[src/rtl/ip_lpm_pipelined_pkg.sv]
// ip_lpm_pipelined_pkg
//   Shared definitions for the IPv4 LPM front end and its neighbours
//   (LUT and ARP stages): key width, default dst-IP word offsets,
//   a ceil-log2 helper and the saturating counter step.
package ip_lpm_pipelined_pkg;

  localparam int IP_KEY_W       = 32;
  localparam int IP_HALF_W      = 16;
  localparam int DEF_DST_HI_LSB = 0;
  localparam int DEF_DST_LO_LSB = 240;

  localparam logic [31:0] CNT_MAX = 32'hFFFF_FFFF;

  // Smallest r with 2**r >= n (0 for n <= 1).
  function automatic int log2_ceil(input int n);
    int r;
    r = 0;
    for (int i = 0; i < 31; i++) begin
      if ((1 << i) < n) r = i + 1;
    end
    return r;
  endfunction

  // Counter step that sticks at all-ones instead of wrapping.
  function automatic logic [31:0] sat_inc(input logic [31:0] v, input logic en);
    return (en && (v != CNT_MAX)) ? v + 32'd1 : v;
  endfunction

endpackage

[src/rtl/fallthrough_small_fifo.sv]
// fallthrough_small_fifo
//   Small synchronous FIFO whose head entry is visible on dout_o without a
//   read (first-word fall-through). Writes while full and reads while empty
//   are ignored.
// Ports
//   clk, reset      clock, synchronous active-high reset (empties the FIFO)
//   wr_en_i, din_i  push request and data
//   rd_en_i         pop request
//   dout_o          head entry (meaningful only while empty_o = 0)
//   empty_o, full_o, nearly_full_o (at most one free entry), count_o
module fallthrough_small_fifo #(
  parameter int WIDTH          = 32,
  parameter int MAX_DEPTH_BITS = 2
) (
  input  logic                      clk,
  input  logic                      reset,
  input  logic                      wr_en_i,
  input  logic [WIDTH-1:0]          din_i,
  input  logic                      rd_en_i,
  output logic [WIDTH-1:0]          dout_o,
  output logic                      empty_o,
  output logic                      full_o,
  output logic                      nearly_full_o,
  output logic [MAX_DEPTH_BITS:0]   count_o
);

  localparam int DEPTH = 1 << MAX_DEPTH_BITS;
  localparam logic [MAX_DEPTH_BITS:0] FULL_LVL = (MAX_DEPTH_BITS + 1)'(DEPTH);
  localparam logic [MAX_DEPTH_BITS:0] NF_LVL   = (MAX_DEPTH_BITS + 1)'(DEPTH - 1);

  logic [WIDTH-1:0]          mem_q [DEPTH];
  logic [MAX_DEPTH_BITS-1:0] wr_ptr_q, wr_ptr_d;
  logic [MAX_DEPTH_BITS-1:0] rd_ptr_q, rd_ptr_d;
  logic [MAX_DEPTH_BITS:0]   count_q, count_d;
  logic                      wr_ok, rd_ok;

  assign full_o        = (count_q == FULL_LVL);
  assign empty_o       = (count_q == '0);
  assign nearly_full_o = (count_q >= NF_LVL);
  assign count_o       = count_q;
  assign dout_o        = mem_q[rd_ptr_q];

  assign wr_ok = wr_en_i && !full_o;
  assign rd_ok = rd_en_i && !empty_o;

  always_comb begin
    wr_ptr_d = wr_ptr_q;
    rd_ptr_d = rd_ptr_q;
    count_d  = count_q;
    if (wr_ok) wr_ptr_d = wr_ptr_q + MAX_DEPTH_BITS'(1);
    if (rd_ok) rd_ptr_d = rd_ptr_q + MAX_DEPTH_BITS'(1);
    case ({wr_ok, rd_ok})
      2'b10:   count_d = count_q + (MAX_DEPTH_BITS + 1)'(1);
      2'b01:   count_d = count_q - (MAX_DEPTH_BITS + 1)'(1);
      default: count_d = count_q;
    endcase
  end

  always_ff @(posedge clk) begin
    if (reset) begin
      wr_ptr_q <= '0;
      rd_ptr_q <= '0;
      count_q  <= '0;
    end else begin
      wr_ptr_q <= wr_ptr_d;
      rd_ptr_q <= rd_ptr_d;
      count_q  <= count_d;
    end
  end

  // Storage needs no reset: an entry is only observed after it was written.
  always_ff @(posedge clk) begin
    if (wr_ok) mem_q[wr_ptr_q] <= din_i;
  end

endmodule

[src/rtl/ip_dst_extract.sv]
// ip_dst_extract
//   Latches the two halves of the IPv4 destination address from the
//   datapath and emits a one-cycle push pulse the cycle after the LO word,
//   when the assembled key is stable on key_o.
// Ports
//   clk, reset          clock, synchronous active-high reset
//   tdata_i             datapath word
//   hi_i                tdata_i carries dst_ip[31:16] at HI_LSB
//   lo_i                tdata_i carries dst_ip[15:0] at LO_LSB (key complete)
//   key_o               assembled key
//   push_o              key_o is a new complete key this cycle
module ip_dst_extract
  import ip_lpm_pipelined_pkg::*;
#(
  parameter int DATA_W = 256,
  parameter int HI_LSB = DEF_DST_HI_LSB,
  parameter int LO_LSB = DEF_DST_LO_LSB
) (
  input  logic                clk,
  input  logic                reset,
  input  logic [DATA_W-1:0]   tdata_i,
  input  logic                hi_i,
  input  logic                lo_i,
  output logic [IP_KEY_W-1:0] key_o,
  output logic                push_o
);

  logic [IP_HALF_W-1:0] hi_q, hi_d;
  logic [IP_HALF_W-1:0] lo_q, lo_d;
  logic                 push_q, push_d;

  // Only the two address slices of the word matter here.
  logic unused_tdata;
  assign unused_tdata = ^tdata_i;

  // HI and LO in the same cycle load both halves; the push follows LO.
  always_comb begin
    hi_d   = hi_q;
    lo_d   = lo_q;
    push_d = lo_i;
    if (hi_i) hi_d = tdata_i[HI_LSB +: IP_HALF_W];
    if (lo_i) lo_d = tdata_i[LO_LSB +: IP_HALF_W];
  end

  always_ff @(posedge clk) begin
    if (reset) begin
      hi_q   <= '0;
      lo_q   <= '0;
      push_q <= 1'b0;
    end else begin
      hi_q   <= hi_d;
      lo_q   <= lo_d;
      push_q <= push_d;
    end
  end

  assign key_o  = {hi_q, lo_q};
  assign push_o = push_q;

endmodule

[src/rtl/ip_lpm_pipelined.sv]
// ip_lpm_pipelined
//   IPv4 LPM front end: extracts the destination IP, queues keys, keeps up
//   to MAX_OUTSTANDING lookups in flight to the CAM LUT, buffers results for
//   the ARP stage and keeps hit/miss/drop statistics.
// Ports
//   clk, reset                    clock, synchronous active-high reset
//   tdata, word_IP_DST_HI/LO      datapath word and dst-IP word markers
//   key_nearly_full               key FIFO has at most one free entry
//   lu_req, lu_key                one-cycle lookup request and its key
//   lu_ack, lu_hit, lu_oq, lu_next_hop   lookup completion (in issue order)
//   res_vld, res_rd               result available / pop
//   res_next_hop_ip, res_oq, res_hit     head result
//   clear_cnt                     clears the statistics
//   hit_cnt, miss_cnt, drop_cnt   saturating statistics
//   ack_err                       sticky: ack with nothing outstanding
//
// Handshakes: lu_req is a single-cycle request with no ready; the LUT
// answers every request with exactly one lu_ack, in order. res_vld/res_rd
// is valid/ready: a result moves on a cycle where both are high, and the
// head fields stay stable while res_vld=1 and res_rd=0.
module ip_lpm_pipelined
  import ip_lpm_pipelined_pkg::*;
#(
  parameter int                    C_S_AXIS_DATA_WIDTH = 256,
  parameter int                    NUM_QUEUES          = 8,
  parameter int                    KEY_FIFO_DEPTH_BITS = 2,
  parameter int                    RES_FIFO_DEPTH_BITS = 2,
  parameter int                    MAX_OUTSTANDING     = 2,
  parameter int                    DST_HI_LSB          = DEF_DST_HI_LSB,
  parameter int                    DST_LO_LSB          = DEF_DST_LO_LSB,
  parameter logic [NUM_QUEUES-1:0] MISS_OQ             = '0
) (
  input  logic                           clk,
  input  logic                           reset,
  input  logic [C_S_AXIS_DATA_WIDTH-1:0] tdata,
  input  logic                           word_IP_DST_HI,
  input  logic                           word_IP_DST_LO,
  output logic                           key_nearly_full,
  output logic                           lu_req,
  output logic [IP_KEY_W-1:0]            lu_key,
  input  logic                           lu_ack,
  input  logic                           lu_hit,
  input  logic [NUM_QUEUES-1:0]          lu_oq,
  input  logic [IP_KEY_W-1:0]            lu_next_hop,
  output logic                           res_vld,
  input  logic                           res_rd,
  output logic [IP_KEY_W-1:0]            res_next_hop_ip,
  output logic [NUM_QUEUES-1:0]          res_oq,
  output logic                           res_hit,
  input  logic                           clear_cnt,
  output logic [31:0]                    hit_cnt,
  output logic [31:0]                    miss_cnt,
  output logic [31:0]                    drop_cnt,
  output logic                           ack_err
);

  localparam int RES_DEPTH = 1 << RES_FIFO_DEPTH_BITS;
  localparam int PEND_BITS = (log2_ceil(MAX_OUTSTANDING) < 1) ? 1 : log2_ceil(MAX_OUTSTANDING);
  localparam int OUT_W     = log2_ceil(MAX_OUTSTANDING + 1);
  localparam int RES_W     = IP_KEY_W + NUM_QUEUES + 1;

  // ---------------- key extraction and key FIFO ----------------
  logic [IP_KEY_W-1:0] ext_key;
  logic                ext_push;

  ip_dst_extract #(
    .DATA_W (C_S_AXIS_DATA_WIDTH),
    .HI_LSB (DST_HI_LSB),
    .LO_LSB (DST_LO_LSB)
  ) u_extract (
    .clk     (clk),
    .reset   (reset),
    .tdata_i (tdata),
    .hi_i    (word_IP_DST_HI),
    .lo_i    (word_IP_DST_LO),
    .key_o   (ext_key),
    .push_o  (ext_push)
  );

  logic [IP_KEY_W-1:0]          key_head;
  logic                         key_empty, key_full;
  logic [KEY_FIFO_DEPTH_BITS:0] key_count_unused;
  logic                         issue;

  fallthrough_small_fifo #(
    .WIDTH          (IP_KEY_W),
    .MAX_DEPTH_BITS (KEY_FIFO_DEPTH_BITS)
  ) u_key_fifo (
    .clk           (clk),
    .reset         (reset),
    .wr_en_i       (ext_push),
    .din_i         (ext_key),
    .rd_en_i       (issue),
    .dout_o        (key_head),
    .empty_o       (key_empty),
    .full_o        (key_full),
    .nearly_full_o (key_nearly_full),
    .count_o       (key_count_unused)
  );

  // ---------------- issue / credit ----------------
  logic [OUT_W-1:0]             outstanding_q, outstanding_d;
  logic [RES_FIFO_DEPTH_BITS:0] res_count;
  logic                         ack_ok;
  logic                         lu_req_q;
  logic [IP_KEY_W-1:0]          lu_key_q, lu_key_d;
  logic                         ack_err_q, ack_err_d;

  // Credit: every in-flight lookup owns a result slot before it is issued,
  // so the result FIFO can never be asked to take an ack it has no room for.
  assign issue = !key_empty
              && (int'(outstanding_q) < MAX_OUTSTANDING)
              && ((int'(outstanding_q) + int'(res_count)) < RES_DEPTH);

  // An ack only counts when something is in flight; anything else is stray.
  assign ack_ok = lu_ack && (outstanding_q != '0);

  always_comb begin
    outstanding_d = outstanding_q;
    lu_key_d      = lu_key_q;
    ack_err_d     = ack_err_q;
    case ({issue, ack_ok})
      2'b10:   outstanding_d = outstanding_q + OUT_W'(1);
      2'b01:   outstanding_d = outstanding_q - OUT_W'(1);
      default: outstanding_d = outstanding_q;
    endcase
    if (issue) lu_key_d = key_head;
    if (lu_ack && (outstanding_q == '0)) ack_err_d = 1'b1;
  end

  always_ff @(posedge clk) begin
    if (reset) begin
      outstanding_q <= '0;
      lu_req_q      <= 1'b0;
      lu_key_q      <= '0;
      ack_err_q     <= 1'b0;
    end else begin
      outstanding_q <= outstanding_d;
      lu_req_q      <= issue;
      lu_key_q      <= lu_key_d;
      ack_err_q     <= ack_err_d;
    end
  end

  assign lu_req  = lu_req_q;
  assign lu_key  = lu_key_q;
  assign ack_err = ack_err_q;

  // ---------------- pending keys (for next-hop fallback) ----------------
  logic [IP_KEY_W-1:0] pend_key;
  logic                pend_empty_unused, pend_full_unused, pend_nf_unused;
  logic [PEND_BITS:0]  pend_count_unused;

  fallthrough_small_fifo #(
    .WIDTH          (IP_KEY_W),
    .MAX_DEPTH_BITS (PEND_BITS)
  ) u_pend_fifo (
    .clk           (clk),
    .reset         (reset),
    .wr_en_i       (issue),
    .din_i         (key_head),
    .rd_en_i       (ack_ok),
    .dout_o        (pend_key),
    .empty_o       (pend_empty_unused),
    .full_o        (pend_full_unused),
    .nearly_full_o (pend_nf_unused),
    .count_o       (pend_count_unused)
  );

  // ---------------- result FIFO ----------------
  logic [IP_KEY_W-1:0]   nh_sel;
  logic [NUM_QUEUES-1:0] oq_sel;
  logic [RES_W-1:0]      res_din, res_dout;
  logic                  res_empty, res_full_unused, res_nf_unused;

  // A zero next hop means the destination is directly attached.
  assign nh_sel  = (lu_next_hop == '0) ? pend_key : lu_next_hop;
  assign oq_sel  = lu_hit ? lu_oq : MISS_OQ;
  assign res_din = {nh_sel, oq_sel, lu_hit};

  fallthrough_small_fifo #(
    .WIDTH          (RES_W),
    .MAX_DEPTH_BITS (RES_FIFO_DEPTH_BITS)
  ) u_res_fifo (
    .clk           (clk),
    .reset         (reset),
    .wr_en_i       (ack_ok),
    .din_i         (res_din),
    .rd_en_i       (res_rd),
    .dout_o        (res_dout),
    .empty_o       (res_empty),
    .full_o        (res_full_unused),
    .nearly_full_o (res_nf_unused),
    .count_o       (res_count)
  );

  // Head fields read as zero while empty so the outputs never show stale data.
  assign res_vld         = !res_empty;
  assign res_next_hop_ip = res_vld ? res_dout[RES_W-1 -: IP_KEY_W] : '0;
  assign res_oq          = res_vld ? res_dout[NUM_QUEUES:1] : '0;
  assign res_hit         = res_vld && res_dout[0];

  // ---------------- statistics ----------------
  logic [31:0] hit_cnt_q, hit_cnt_d;
  logic [31:0] miss_cnt_q, miss_cnt_d;
  logic [31:0] drop_cnt_q, drop_cnt_d;

  always_comb begin
    hit_cnt_d  = sat_inc(hit_cnt_q, ack_ok && lu_hit);
    miss_cnt_d = sat_inc(miss_cnt_q, ack_ok && !lu_hit);
    drop_cnt_d = sat_inc(drop_cnt_q, ext_push && key_full);
    if (clear_cnt) begin
      hit_cnt_d  = '0;
      miss_cnt_d = '0;
      drop_cnt_d = '0;
    end
  end

  always_ff @(posedge clk) begin
    if (reset) begin
      hit_cnt_q  <= '0;
      miss_cnt_q <= '0;
      drop_cnt_q <= '0;
    end else begin
      hit_cnt_q  <= hit_cnt_d;
      miss_cnt_q <= miss_cnt_d;
      drop_cnt_q <= drop_cnt_d;
    end
  end

  assign hit_cnt  = hit_cnt_q;
  assign miss_cnt = miss_cnt_q;
  assign drop_cnt = drop_cnt_q;

endmodule

[config.mk]
export PLATFORM = sky130hd
export DESIGN_NAME = ip_lpm_pipelined
export DESIGN_NICKNAME = d
export VERILOG_FILES = /design/src/rtl/ip_lpm_pipelined_pkg.sv /design/src/rtl/fallthrough_small_fifo.sv /design/src/rtl/ip_dst_extract.sv /design/src/rtl/ip_lpm_pipelined.sv
export SDC_FILE = /design/constraint.sdc
export NUM_CORES = 1
export LEC_CHECK = 0
export ABC_AREA = 1
export CAP_MARGIN = 20
export CORE_ASPECT_RATIO = 0.75
export CORE_MARGIN = 3
export CORE_UTILIZATION = 40
export CTS_BUF_LIST = sky130_fd_sc_hd__clkbuf_16
export DETAILED_ROUTE_END_ITERATION = 16
export PLACE_DENSITY = 0.66
export SYNTH_ARGS = -nofsm -noshare
export SYNTH_HDL_FRONTEND = slang
export SYNTH_SLANG_ARGS = --single-unit
[constraint.sdc]
create_clock -name clk -period 4.8 [get_ports clk]
set_input_delay 1.2 -clock clk [delete_from_list [all_inputs] [get_ports clk]]
set_output_delay 1.2 -clock clk [all_outputs]
set_load 0.01 [all_outputs]
==> results of run 1 <==
where the power goes:
| group | switching [µW] | internal (µW) |
|---|---|---|
| Clock | 1790 | 2280 |
| Combinational | 2610 | 1370 |
| Sequential | 283 | 5820 |
final timing paths:
path / startpoint / to / slack, ps / cells past startpoint
setup reg to reg: u_res_fifo.count_o[1] / u_pend_fifo.count_o[1] / 1620 / 11
hold / removal: u_pend_fifo.rd_ptr_q / u_pend_fifo.rd_ptr_q / 460 / 1
hold reg to reg: u_pend_fifo.rd_ptr_q / u_pend_fifo.rd_ptr_q / 460 / 1
setup / recovery: flip-flop / res_next_hop_ip[11] / 490 / 6
synth_stat cells, drive strengths merged (2+ instances only):
cell,n
a21oi,140
buf,24
clkbuf,76
clkinv,5
dfxtp,188
edfxtp,356
fa,2
ha,16
inv,154
mux2i,30
nand2,459
nand3,46
nand4,25
nor2,578
nor3,10
nor3b,2
o21ai,276
o22ai,32
xnor2,17
xor2,25
flip-flops by register name, summed over array words and instances (netlist names), 2 cells and up, named ones only:
signal / count
u_res_fifo.rd_ptr_q: 2
u_res_fifo.wr_ptr_q: 2
u_key_fifo.wr_ptr_q: 2
u_key_fifo.rd_ptr_q: 2
u_res_fifo.mem_q: 164
outstanding_q: 2
u_pend_fifo.count_o: 2
u_extract.lo_q: 16
u_pend_fifo.mem_q: 64
u_extract.hi_q: 16
u_key_fifo.count_o: 3
drop_cnt: 32
lu_key: 32
hit_cnt: 32
u_res_fifo.count_o: 3
u_key_fifo.mem_q: 128
miss_cnt: 32
layout make-up:
cell class	count	area, µm²	share of cell area
Antenna cell	2	5.00	0.000176
Clock buffer	56	1400	0.0492
Clock inverter	46	328	0.0115
Inverter	159	597	0.0209
Multi-Input combinational cell	1661	7980	0.280
Sequential cell	544	14500	0.507
Tap cell	780	976	0.0342
Timing Repair Buffer	282	2760	0.0968
layer usage:
metal,GRT usage,up-vias,routed length [µm]
met2,0.298,503,27500
li1,-,8720,-
met1,0.279,8467,28600
met4,0.0595,0,1580
met5,0,-,0
met3,0.0360,92,3910
through the flow:
stage          area [µm²]  cells   util  hold slack, ps  setup slack (ps)
4_1_cts             28500   3528  0.494             461               505
5_1_grt             28500   3530  0.494             498               308
3_3_place_gp        26800   3426  0.464             431              1020
3_5_place_dp        26800   3426  0.464             448              1010
2_1_floorplan       23500   2464      -             426              1110
6_report            28500   3530  0.494             460               489
worst max-delay path, stage by stage, from the launching register on:
cell and delay (ps):
dfxtp_1 820, inv_1 80, buf_4 330, nor2_1 160
o21ai_0 90, a21oi_1 400, clkdlybuf4s50_1 620
cell families after synthesis:
logic type | after synthesis | synth area share
buffers and inverters | 259 | 0.0464
XOR/XNOR | 42 | 0.0157
multiplexers | 30 | 0.0128
adder cells (fa/ha/maj) | 18 | 0.0102
AND/OR/NAND/NOR | 1120 | 0.195
flip-flops | 544 | 0.616
AO/OA/AOI/OAI | 451 | 0.104
==> flow_summary_export.csv, run 1 <==
group,metric,value,unit
logic_synthesis,ys_seq_area_frac,0.616,
power_and_ir_drop,p_per_area,497,mW/mm²
cells_and_area,final_layout_size_suffix_gt1_frac,0.0790,
logic_synthesis,async_flop_share,0,
sta,tns,0,ps
sta,finalMaxSlewViolations,0,
clock_network,cts_max_level,2,
routing,avgViaCountPerCell,5.04,
global_route,grt_pass1_vias,16900,
sta,fmax,0.232,GHz
clock_network,clockBufferDepth,3,
critical_path,arrival,3110,ps
critical_path,end_kind,"output port",
routing,drc_errors,0,
sta,final-setup-viol-count,0,
sta,fin_skew,22.6,ps
clock_network,cts_hold_buf,0,
logic_synthesis,ys_top_cells_by_area,"edfxtp_1 46%, dfxtp_1 16%, nor2_1 9.0%, nand2_1 6.7%, o21ai_0 5.9%",
floorplan,die_height,216,µm
routing,ant_nets,0,
routing,post_drt_wl_per_cell,17.5,µm
global_route,grt_max_degree,83,
power_and_ir_drop,ir_drop,0.298,mV
clock_network,post_cts_buffers,0,
critical_path,worst_setup_path_start_kind,"flip-flop",
sta,finalCritPeriodShare,0.898,
power_and_ir_drop,total_power,14200,µW
global_route,track_usage,0.194,
routing,first_pass_iters,6,
logic_synthesis,syn_inst,2464,
clock_network,cts-resized-gates,0,
floorplan,io_pins,477,
hold_path,min-delay-path-class,"reg -> reg",
logic_synthesis,synthesis.area,0.0235,mm²
logic_synthesis,synthFlopType,"edfxtp_1",
floorplan,dieArea,0.0616,mm²
cells_and_area,mostFrequentLayoutCells,"552 x nor2_1, 419 x nand2_1, 356 x edfxtp_1",
floorplan,coreArea,0.0577,mm²
global_route,antenna_found_initial,3,
power_and_ir_drop,p_leak,0.00980,µW
cells_and_area,layout.nets,3024,
clock_network,worstSkewPairLatency,610,ps
logic_synthesis,synth_top_cell_area_share,0.455,
global_route,grt_pass1_wl,94.8,mm
sta,hold_viol,0,
status,status,"completed",
clock_network,numCtsBuffers,54,
global_route,gr-total-overflow,0,
cells_and_area,syn_to_final_growth,21.4,%
clock_network,cts_tree,"built",
cells_and_area,layout_commonest_cell,"nor2_1",
sta,rsz0062_at_grt,"false",
critical_path,critical_path_required,3600,ps
routing,vias,17800,
logic_synthesis,yosys_register_bits,544,
placement,place_congestion,0.954,
logic_synthesis,synthDistinctLibCells,37,
sta,worst_pin_slew,1090,ps
job,maxCapViolCount,0,
logic_synthesis,syn_avg_cell_area,9.53,µm²
placement,dp_hpwl,40.6,mm
floorplan,die_width,286,µm
logic_synthesis,synth_warnings,0,
floorplan,start_util,0.407,
clock_network,clock_sinks,544,
placement,port_buffers,252,
floorplan,rows,76,
critical_path,crit_path_max_fanout,41,
clock_network,path_clk_slew,60,ps
critical_path,crit_type,"reg -> out",
cells_and_area,num-fill-cells,5239,
logic_synthesis,yosys.area.top_type,"edfxtp_1",
routing,routed_wl,61.6,mm
sta,finalCriticalPeriod,4310,ps
sta,slew_headroom,0.267,
routing,drt_iter0_drc,1603,
logic_synthesis,synth-edff-count,356,
logic_synthesis,synth.net_count,2786,
clock_network,cts-root-buf,"clkbuf_16",
Note: power is estimated with default switching activity, not from simulation.
==> run 2, diff against run 1 <==
--- a/config.mk
+++ b/config.mk
@@ -11,8 +11,9 @@
 export CORE_MARGIN = 3
 export CORE_UTILIZATION = 40
 export CTS_BUF_LIST = sky130_fd_sc_hd__clkbuf_16
+export CTS_CLUSTER_DIAMETER = 120
 export DETAILED_ROUTE_END_ITERATION = 16
-export PLACE_DENSITY = 0.66
+export PLACE_DENSITY = 0.71
 export SYNTH_ARGS = -nofsm -noshare
 export SYNTH_HDL_FRONTEND = slang
 export SYNTH_SLANG_ARGS = --single-unit
==> flow_summary_export.csv, run 2 (synthesized netlist as in run 1, its figures left out) <==
group,metric,value,unit
clock_network,post_cts_buffers,0,
floorplan,die_width,286,µm
sta,final-setup-viol-count,0,
floorplan,die_height,216,µm
floorplan,dieArea,0.0616,mm²
routing,vias,17900,
hold_path,holdPathStages,1,
placement,placedCellCount,3428,
cells_and_area,stdcell_area,0.0286,mm²
cells_and_area,diodes,0,
clock_network,cts_hold_buf,0,
cells_and_area,layout_commonest_cell,"nor2_1",
power_and_ir_drop,ir_drop,0.325,mV
clock_network,cts-resized-gates,0,
power_and_ir_drop,p_leak,0.00981,µW
cells_and_area,num-fill-cells,5235,
sta,hold_viol,0,
cells_and_area,mostFrequentLayoutCells,"552 x nor2_1, 419 x nand2_1, 356 x edfxtp_1",
critical_path,cp_num_cells,5,
placement,dp_hpwl,40.7,mm
critical_path,end_kind,"output port",
critical_path,worst_setup_path_start_kind,"flip-flop",
sta,rsz0062_at_grt,"false",
sta,finalMaxSlewViolations,0,
critical_path,cp_cell_sequence,"clkinv_1 > buf_12 > o21ai_0 > a21oi_1 > clkdlybuf4s50_1",
critical_path,crit_family,"buffers and inverters",
global_route,grt_max_degree,83,
critical_path,crit_path_max_fanout,48,
global_route,grt_pass1_vias,16600,
floorplan,io_pins,477,
cells_and_area,syn_to_final_growth,21.7,%
critical_path,cp_num_buf_inv,3,
placement,port_buffers,252,
sta,fmax,0.233,GHz
sta,finalCriticalPeriod,4280,ps
critical_path,arrival,3080,ps
cells_and_area,largest_reg_flops,164,
sta,worst_pin_slew,1020,ps
cells_and_area,fin_cells,3529,
power_and_ir_drop,intPower,9540,µW
power_and_ir_drop,p_switching,4690,µW
power_and_ir_drop,comb_power_share,0.278,
power_and_ir_drop,seqPwrFrac,0.429,
power_and_ir_drop,p_per_area,498,mW/mm²
critical_path,worstRegToRegCells,10,
cells_and_area,multi_input_area,0.00798,mm²
clock_network,cts_max_level,2,
clock_network,cts_tree,"built",
clock_network,numCtsBuffers,54,
global_route,antenna_found_initial,0,
sta,fin_skew,46.1,ps
floorplan,coreArea,0.0577,mm²
job,maxCapViolCount,0,
status,status,"completed",
sta,slew_headroom,0.313,
placement,placed_area,0.0268,mm²
power_and_ir_drop,power_frac_clock,0.293,
cells_and_area,final_layout_size_suffix_gt1_frac,0.0811,
routing,drc_errors,0,
routing,first_pass_iters,6,
cells_and_area,register_area,0.0145,mm²
critical_path,cp_slowest_stage_delay,710,ps
clock_network,worstSkewPairLatency,620,ps
routing,avgViaCountPerCell,5.06,
sta,tns,0,ps
routing,post_drt_wl_per_cell,17.1,µm
floorplan,start_util,0.407,
floorplan,rows,76,
sta,finalCritPeriodShare,0.893,
critical_path,critical_path_required,3600,ps
power_and_ir_drop,p_sw_frac,0.330,
global_route,track_usage,0.191,
global_route,grt_pass1_wl,93.3,mm
routing,routed_wl,60.5,mm
clock_network,clockBufferDepth,3,
cells_and_area,regMostFlops,"u_res_fifo.mem_q",
routing,drt_iter0_drc,1695,
hold_path,min-delay-path-class,"reg -> reg",
cells_and_area,layout.nets,3026,
global_route,gr-total-overflow,0,
cells_and_area,largest_registers,"u_res_fifo.mem_q: 164 flops, u_key_fifo.mem_q: 128 flops, u_pend_fifo.mem_q: 64 flops",
critical_path,cp_slowest_cell,"clkinv_1",
critical_path,crit_type,"reg -> out",
clock_network,cts-root-buf,"clkbuf_16",
clock_network,clock_sinks,544,
clock_network,path_clk_slew,60,ps
placement,place_congestion,0.889,
routing,ant_nets,0,
## run 2: changes by cell type in the layout (fill, tap and decap cells not counted), sizes merged
cell	change
buf	+2
bufinv	+2
clkbuf	-2
clkinv	+3
clkinvlp	+2
diode	-2
inv	-6
## run 2: power by group through the flow
stage	combinational [µW]	clock, µW	sequential [µW]
finish	3960	4170	6100
floorplan	2120	0	6180
detailed placement	3950	0	6200
CTS	3970	4270	6100
global route	4360	4480	6160
global placement	3840	0	6170
## run 2: per-layer routing
layer / track usage / routed length (µm) / vias to the layer above
li1: - / - / 8731
met1: 0.279 / 27100 / 8402
met2: 0.292 / 27100 / 659
met3: 0.0388 / 5140 / 79
met4: 0.0477 / 1220 / 0
met5: 0 / 0 / -
## run 2: per-stage QoR
stage                     setup WS [ps]  utilization  total power, µW  hold slack, ps
after floorplan                    1110            -             8300             426
after global placement             1210        0.464            10000             432
after detailed placement           1140        0.464            10100             436
after CTS                           467        0.495            14300             445
after global routing                275        0.495            15000             462
final                               515        0.495            14200             443
## run 2: final timing paths
check,startpoint,to,slack [ps]
max reg2reg,drop_cnt[1],drop_cnt[13],2010
min reg2reg,u_pend_fifo.rd_ptr_q,flip-flop,440
max,flip-flop,res_next_hop_ip[19],520
min,u_pend_fifo.rd_ptr_q,flip-flop,440
## run 2: area by class of cell
| type | instances | area share |
|---|---|---|
| well taps | 780 | 0.0342 |
| flip-flops and latches | 544 | 0.506 |
| multi-input cells | 1661 | 0.279 |
| inverters | 159 | 0.0209 |
| clock buffers | 54 | 0.0473 |
| repair buffers | 284 | 0.0976 |
| clock inverters | 47 | 0.0147 |
## run 2: worst register-to-register path, delay by kind of cell (launching register included)
family                     cells  cell delay (ps)
AOI/OAI and AO/OA              1               60
DFF                            1              460
buffers and inverters          2              540
adders and majority gates      1              270
and+or+nand+nor                6             1340
